===== config.mk =====
export PLATFORM = sky130hd
export DESIGN_NAME = shift_reg_seq_flat
export DESIGN_NICKNAME = d
export VERILOG_FILES = /design/src/rtl/shift_reg_seq_if.sv /design/src/rtl/shift_reg_seq.sv /design/src/flat_wrapper.sv
export SDC_FILE = /design/constraint.sdc
export NUM_CORES = 1
export LEC_CHECK = 0
export CORE_AREA = 2 2 57 59
export DETAILED_ROUTE_END_ITERATION = 7
export DIE_AREA = 0 0 59 61
export PLACE_DENSITY = 0.78
export SLEW_MARGIN = 5
export SYNTH_ARGS = -nofsm -noshare
export SYNTH_HDL_FRONTEND = slang
export SYNTH_SLANG_ARGS = --single-unit

===== constraint.sdc =====
create_clock -name CLK -period 1.95 [get_ports CLK]
set_clock_uncertainty 0.15 [all_clocks]
set_input_delay 0.195 -clock CLK [delete_from_list [all_inputs] [get_ports CLK]]
set_output_delay 0.195 -clock CLK [all_outputs]
set_load 0.01 [all_outputs]

===== src/rtl/shift_reg_seq_if.sv =====
// Command and shift-register bus of the shift_reg_seq sequencer.
// master drives commands and the register's Q; slave is the sequencer itself.
interface shift_reg_seq_if #(
    parameter int unsigned WIDTH = 8,
    parameter int unsigned CNT_W = 4
);
    logic             cmd_valid;
    logic             cmd_ready;
    logic [1:0]       cmd_op;
    logic [CNT_W-1:0] cmd_cnt;
    logic             cmd_fill;
    logic [WIDTH-1:0] cmd_data;
    logic [1:0]       s;
    logic             SDL;
    logic             SDR;
    logic [WIDTH-1:0] D;
    logic [WIDTH-1:0] Q;
    logic             busy;
    logic             done;
    logic [WIDTH-1:0] result;

    modport master (
        output cmd_valid, cmd_op, cmd_cnt, cmd_fill, cmd_data, Q,
        input  cmd_ready, s, SDL, SDR, D, busy, done, result
    );

    modport slave (
        input  cmd_valid, cmd_op, cmd_cnt, cmd_fill, cmd_data, Q,
        output cmd_ready, s, SDL, SDR, D, busy, done, result
    );
endinterface


===== src/rtl/shift_reg_seq.sv =====
// Sequencer for an 8-bit universal shift register: runs one load/shift/wait
// command at a time and captures the register output when it completes.
module shift_reg_seq #(
    parameter int unsigned WIDTH = 8,
    parameter int unsigned CNT_W = 4
) (
    input  logic            CLK,
    input  logic            CLRb,
    shift_reg_seq_if.slave  bus
);
    localparam logic [1:0] OpWait  = 2'b00;
    localparam logic [1:0] OpShr   = 2'b01;
    localparam logic [1:0] OpShl   = 2'b10;
    localparam logic [1:0] OpLoad  = 2'b11;

    typedef enum logic [1:0] {StIdle, StRun, StCapture} state_e;

    state_e           state_q;
    logic [CNT_W-1:0] cnt_q;
    logic [1:0]       s_q;
    logic             sdl_q;
    logic             sdr_q;
    logic [WIDTH-1:0] d_q;
    logic [WIDTH-1:0] result_q;
    logic             done_q;

    always_ff @(posedge CLK or negedge CLRb) begin
        if (!CLRb) begin
            state_q  <= StIdle;
            cnt_q    <= '0;
            s_q      <= OpWait;
            sdl_q    <= 1'b0;
            sdr_q    <= 1'b0;
            d_q      <= '0;
            result_q <= '0;
            done_q   <= 1'b0;
        end else begin
            done_q <= 1'b0;
            unique case (state_q)
                StIdle: begin
                    if (bus.cmd_valid) begin
                        s_q   <= bus.cmd_op;
                        sdl_q <= (bus.cmd_op == OpShl) ? bus.cmd_fill : 1'b0;
                        sdr_q <= (bus.cmd_op == OpShr) ? bus.cmd_fill : 1'b0;
                        if (bus.cmd_op == OpLoad) begin
                            d_q   <= bus.cmd_data;
                            cnt_q <= CNT_W'(1);
                        end else begin
                            cnt_q <= bus.cmd_cnt;
                        end
                        // A zero-length shift/wait never leaves hold.
                        if (bus.cmd_op != OpLoad && bus.cmd_cnt == '0) begin
                            s_q     <= OpWait;
                            sdl_q   <= 1'b0;
                            sdr_q   <= 1'b0;
                            state_q <= StCapture;
                        end else begin
                            state_q <= StRun;
                        end
                    end
                end
                StRun: begin
                    cnt_q <= cnt_q - CNT_W'(1);
                    if (cnt_q == CNT_W'(1)) begin
                        s_q     <= OpWait;
                        sdl_q   <= 1'b0;
                        sdr_q   <= 1'b0;
                        state_q <= StCapture;
                    end
                end
                StCapture: begin
                    result_q <= bus.Q;
                    done_q   <= 1'b1;
                    state_q  <= StIdle;
                end
                default: state_q <= StIdle;
            endcase
        end
    end

    assign bus.cmd_ready = (state_q == StIdle);
    assign bus.busy      = (state_q != StIdle);
    assign bus.s         = s_q;
    assign bus.SDL       = sdl_q;
    assign bus.SDR       = sdr_q;
    assign bus.D         = d_q;
    assign bus.result    = result_q;
    assign bus.done      = done_q;
endmodule

===== src/flat_wrapper.sv =====
// flat-port wrapper written by rule: the top's interface ports become plain ports
module shift_reg_seq_flat 
#(
    parameter int unsigned WIDTH = 8,
    parameter int unsigned CNT_W = 4
)
  (CLK, CLRb, bus_cmd_valid, bus_cmd_op, bus_cmd_cnt, bus_cmd_fill, bus_cmd_data, bus_Q, bus_cmd_ready, bus_s, bus_SDL, bus_SDR, bus_D, bus_busy, bus_done, bus_result);
  shift_reg_seq_if #(.WIDTH(WIDTH), .CNT_W(CNT_W)) bus_i ();
  input  logic CLK;
  input  logic CLRb;
  input wire logic [$bits(bus_i.cmd_valid)-1:0] bus_cmd_valid;
  input wire logic [$bits(bus_i.cmd_op)-1:0] bus_cmd_op;
  input wire logic [$bits(bus_i.cmd_cnt)-1:0] bus_cmd_cnt;
  input wire logic [$bits(bus_i.cmd_fill)-1:0] bus_cmd_fill;
  input wire logic [$bits(bus_i.cmd_data)-1:0] bus_cmd_data;
  input wire logic [$bits(bus_i.Q)-1:0] bus_Q;
  output wire logic [$bits(bus_i.cmd_ready)-1:0] bus_cmd_ready;
  output wire logic [$bits(bus_i.s)-1:0] bus_s;
  output wire logic [$bits(bus_i.SDL)-1:0] bus_SDL;
  output wire logic [$bits(bus_i.SDR)-1:0] bus_SDR;
  output wire logic [$bits(bus_i.D)-1:0] bus_D;
  output wire logic [$bits(bus_i.busy)-1:0] bus_busy;
  output wire logic [$bits(bus_i.done)-1:0] bus_done;
  output wire logic [$bits(bus_i.result)-1:0] bus_result;
  assign bus_i.cmd_valid = bus_cmd_valid;
  assign bus_i.cmd_op = bus_cmd_op;
  assign bus_i.cmd_cnt = bus_cmd_cnt;
  assign bus_i.cmd_fill = bus_cmd_fill;
  assign bus_i.cmd_data = bus_cmd_data;
  assign bus_i.Q = bus_Q;
  assign bus_cmd_ready = bus_i.cmd_ready;
  assign bus_s = bus_i.s;
  assign bus_SDL = bus_i.SDL;
  assign bus_SDR = bus_i.SDR;
  assign bus_D = bus_i.D;
  assign bus_busy = bus_i.busy;
  assign bus_done = bus_i.done;
  assign bus_result = bus_i.result;
  shift_reg_seq #(.WIDTH(WIDTH), .CNT_W(CNT_W)) u_core (.CLK(CLK), .CLRb(CLRb), .bus(bus_i));
endmodule

==> flow_metrics.py <==
metrics = {
    "global_route": {
        "grt_first_pass_wirelength_um": 4730,
        "grt_max_degree": 28,
        "use_met1_pct": 23.0,
        "antenna_found_initial": 0,
        "grt_pass1_vias": 1078,
        "track_usage_pct": 17.2,
        "grt-ovfl-total": 0,
        "grtUsageMet2_pct": 29.8,
        "grt-busiest-layer": "met2",
        "grtUsageMet3_pct": 2.56,
    },
    "floorplan": {
        "start_util_pct": 41.2,
        "row_count": 20,
        "die_area_mm2": 0.00360,
        "core_area_mm2": 0.00295,
        "die_x_um": 59,
        "pin_count": 49,
        "dieHeight_um": 61,
    },
    "logic_synthesis": {
        "synth.ff_latch_count": 27,
        "yosysSeqAreaShare_pct": 55.5,
        "yosysTopAreaCellShare_pct": 55.5,
        "synth_cells": 95,
        "syn_area_mm2": 0.00122,
        "avgSynthCellArea_um2": 12.8,
        "ys_top_cells_by_area": "dfrtp_1 55%, mux2_2 15%, ha_1 2.1%, nand3_1 2.1%, o2111a_1 1.8%",
        "synth_fp_nets": 123,
        "synth_top_area_cell": "dfrtp_1",
        "yosys_warnings": 0,
        "synth.distinct_cells": 32,
    },
    "route": {
        "drt_first_pass_iters": 4,
        "vias": 978,
        "postRouteAntennaNets": 0,
        "vias_per_cell": 5.20,
        "wl_per_cell_um": 15.3,
        "wl_um": 2880,
        "drc": 0,
        "drtIter0Drc": 17,
    },
    "power": {
        "combPwrFrac_pct": 54.3,
        "clkPwrFrac_pct": 8.8,
        "ir_drop_mv": 0.726,
        "internal_power_mw": 1.76,
        "p_per_area_mw_per_mm2": 1410,
        "p_sw_mw": 0.880,
        "swShare_pct": 33.3,
        "power_mw": 2.64,
        "pwr-share-seq_pct": 36.9,
        "p_leak_nw": 0.816,
    },
    "timing": {
        "fin_ws_ns": 0.0523,
        "fin_tns_setup_ns": 0,
        "final_hold_viol_count": 0,
        "hold_slack_ns": 0.0834,
        "fmax_mhz": 527,
        "relSlewSlack_pct": 71.8,
        "post-route-period-util_pct": 97.3,
        "slew_viol_final": 0,
        "finalSetupViolations": 0,
        "fin_crit_ns": 1.90,
        "timing_worst_slew_pin_value_ns": 0.423,
    },
    "run_status": {
        "outcome": "finished, final reports clean",
    },
    "critical_path": {
        "cp-start-kind": "register",
        "crit_family": "compound AO/OA/AOI/OAI gates",
        "crit_buf_inv": 1,
        "crit_fanout": 5,
        "end_kind": "register",
        "cpPeakStageDelay_ns": 0.43,
        "crit_chain": "inv_2 > ha_2 > or3b_4 > o21a_4 > o41ai_4",
        "worstPathRequired_ns": 2.01,
        "slowest_stage": "dfrtp_1",
        "cp.arrival_ns": 1.96,
        "setup.worst_path.class": "register to register",
    },
    "finish": {
        "final_area_mm2": 0.00187,
        "nets": 184,
        "diodes": 0,
        "fill_cells": 263,
        "multiInputGateArea_um2": 539,
        "area_growth_pct": 53.3,
        "drive_above_1_share_pct": 27.1,
        "seq_area_um2": 676,
    },
    "clocking": {
        "worst_skew_pair.late_latency_ns": 0.31,
        "htreeDepth": 1,
        "cts_buffer_depth": 2,
        "root_buffer": "clkbuf_4",
        "clkTransAtPathRegs_ns": 0.14,
        "ctsHoldBuffers": 0,
        "cts_tree": "built",
        "cts_sinks": 27,
        "numCtsBuffers": 3,
    },
    "run": {
        "maxCapViolations": 0,
    },
    "placed_design": {
        "portBuffers": 48,
        "pre_cts_ws_ns": -0.158,
        "globalplace.congestion": 0.830,
        "dp_hpwl_um": 2160,
        "postPlaceCellArea_mm2": 0.00178,
    },
    "worst_hold_path": {
        "hp-class": "input pin to asynchronous set/reset pin",
    },
}
-- state kept, by name (all words and copies together), names as in the netlist --
signal / count
u_core.state_q: 2
u_core.bus.result: 8
u_core.cnt_q: 4
u_core.bus.SDL: 1
u_core.bus.SDR: 1
u_core.bus.done: 1
u_core.bus.s: 2
u_core.bus.D: 8
-- cells in the final DEF, fill, tap and decap left out, types with 2 or more instances in the layout --
master / n
nand3_1: 5
buf_4: 12
nor2b_1: 2
a21o_2: 2
mux2_2: 16
nor3b_1: 2
clkdlybuf4s50_1: 47
nor2_1: 2
dfrtp_1: 27
inv_1: 2
o211ai_1: 3
a21oi_1: 3
nand2_1: 3
clkbuf_4: 3
o2111a_1: 2
-- through the flow --
stage / std cells / utilization, %
2_1_floorplan: 95 / -
3_3_place_gp: 181 / 60.4
3_5_place_dp: 181 / 60.4
4_1_cts: 187 / 62.2
5_1_grt: 188 / 63.2
6_report: 188 / 63.2
-- cells in the mapped netlist, drive strengths merged --
| cell type | instances |
|---|---|
| nand3b | 1 |
| o21a | 1 |
| o2111a | 2 |
| ha | 2 |
| a21o | 3 |
| a311oi | 1 |
| or2 | 1 |
| or3 | 1 |
| and2 | 1 |
| o31ai | 1 |
| a211oi | 1 |
| nand3 | 5 |
| nor2 | 3 |
| and2b | 1 |
| nor2b | 2 |
| or3b | 2 |
| buf | 4 |
| inv | 3 |
| o41ai | 2 |
| nand2 | 3 |
| nand2b | 1 |
| dfrtp | 27 |
| o21ai | 1 |
| o211ai | 3 |
| nor3b | 2 |
| mux2 | 16 |
| o21ba | 1 |
| a21oi | 3 |
| a31oi | 1 |
-- area by class of cell --
cell class              instances  share of cell area (%)
clock buffers                   4                    1.41
inverters                       3                   0.603
multi-input cells              61                    28.9
flip-flops and latches         27                    36.2
well taps                      33                    2.21
repair buffers                 60                    30.7
-- logic make-up after synthesis --
group | after synthesis | share of synthesized area, %
multiplexers | 16 | 14.8
flip-flops | 27 | 55.5
adder cells (fa/ha/maj) | 2 | 2.06
AO/OA/AOI/OAI | 20 | 13.4
buffers and inverters | 7 | 2.77
AND/OR/NAND/NOR | 23 | 11.5
-- worst paths after layout --
kind	endpoint	cells past startpoint	from	slack, ns
max	u_core.bus.SDR	5	u_core.cnt_q[1]	0.05
min	u_core.bus.D[6]	2	CLRb	0.08
min in group CLK	u_core.bus.result[2]	2	bus_Q[2]	0.33
max reg2reg	u_core.bus.SDR	5	u_core.cnt_q[1]	0.05
min reg2reg	u_core.bus.s[1]	1	u_core.bus.s[1]	0.36
max in group asynchronous	u_core.state_q[0]	2	CLRb	1.31
-- metal layers --
metal | part of all wire, % | wire length (um)
met5 | 0 | 0
met4 | 0.52 | 15
met3 | 6.0 | 172
met2 | 50 | 1440
met1 | 43 | 1250
-- power by group through the flow --
stage | Clock (mW) | Sequential [mW] | Combinational (mW)
2_1_floorplan | 0 | 1.07 | 0.579
3_3_place_gp | 0 | 0.977 | 1.33
3_5_place_dp | 0 | 0.990 | 1.36
4_1_cts | 0.245 | 0.974 | 1.41
5_1_grt | 0.267 | 1.02 | 1.57
6_report | 0.233 | 0.975 | 1.43
-- timing repair --
item | 4_1_cts | 5_1_grt
setup endpoints to repair | 2 | 3
gates resized for setup | 2 | 5
setup buffers | 2 | 1
hold endpoints to repair | 0 | 0
pin swaps | 0 | 1
-- worst reg2reg max path: cells and delay by family (launching register included) --
| kind | cells | cell delay, ns |
|---|---|---|
| AOI/OAI and AO/OA | 2 | 0.59 |
| DFF | 1 | 0.43 |
| adders and majority gates | 1 | 0.16 |
| and+or+nand+nor | 1 | 0.40 |
| buffers and inverters | 1 | 0.07 |
Note: power is estimated with default switching activity, not from simulation.
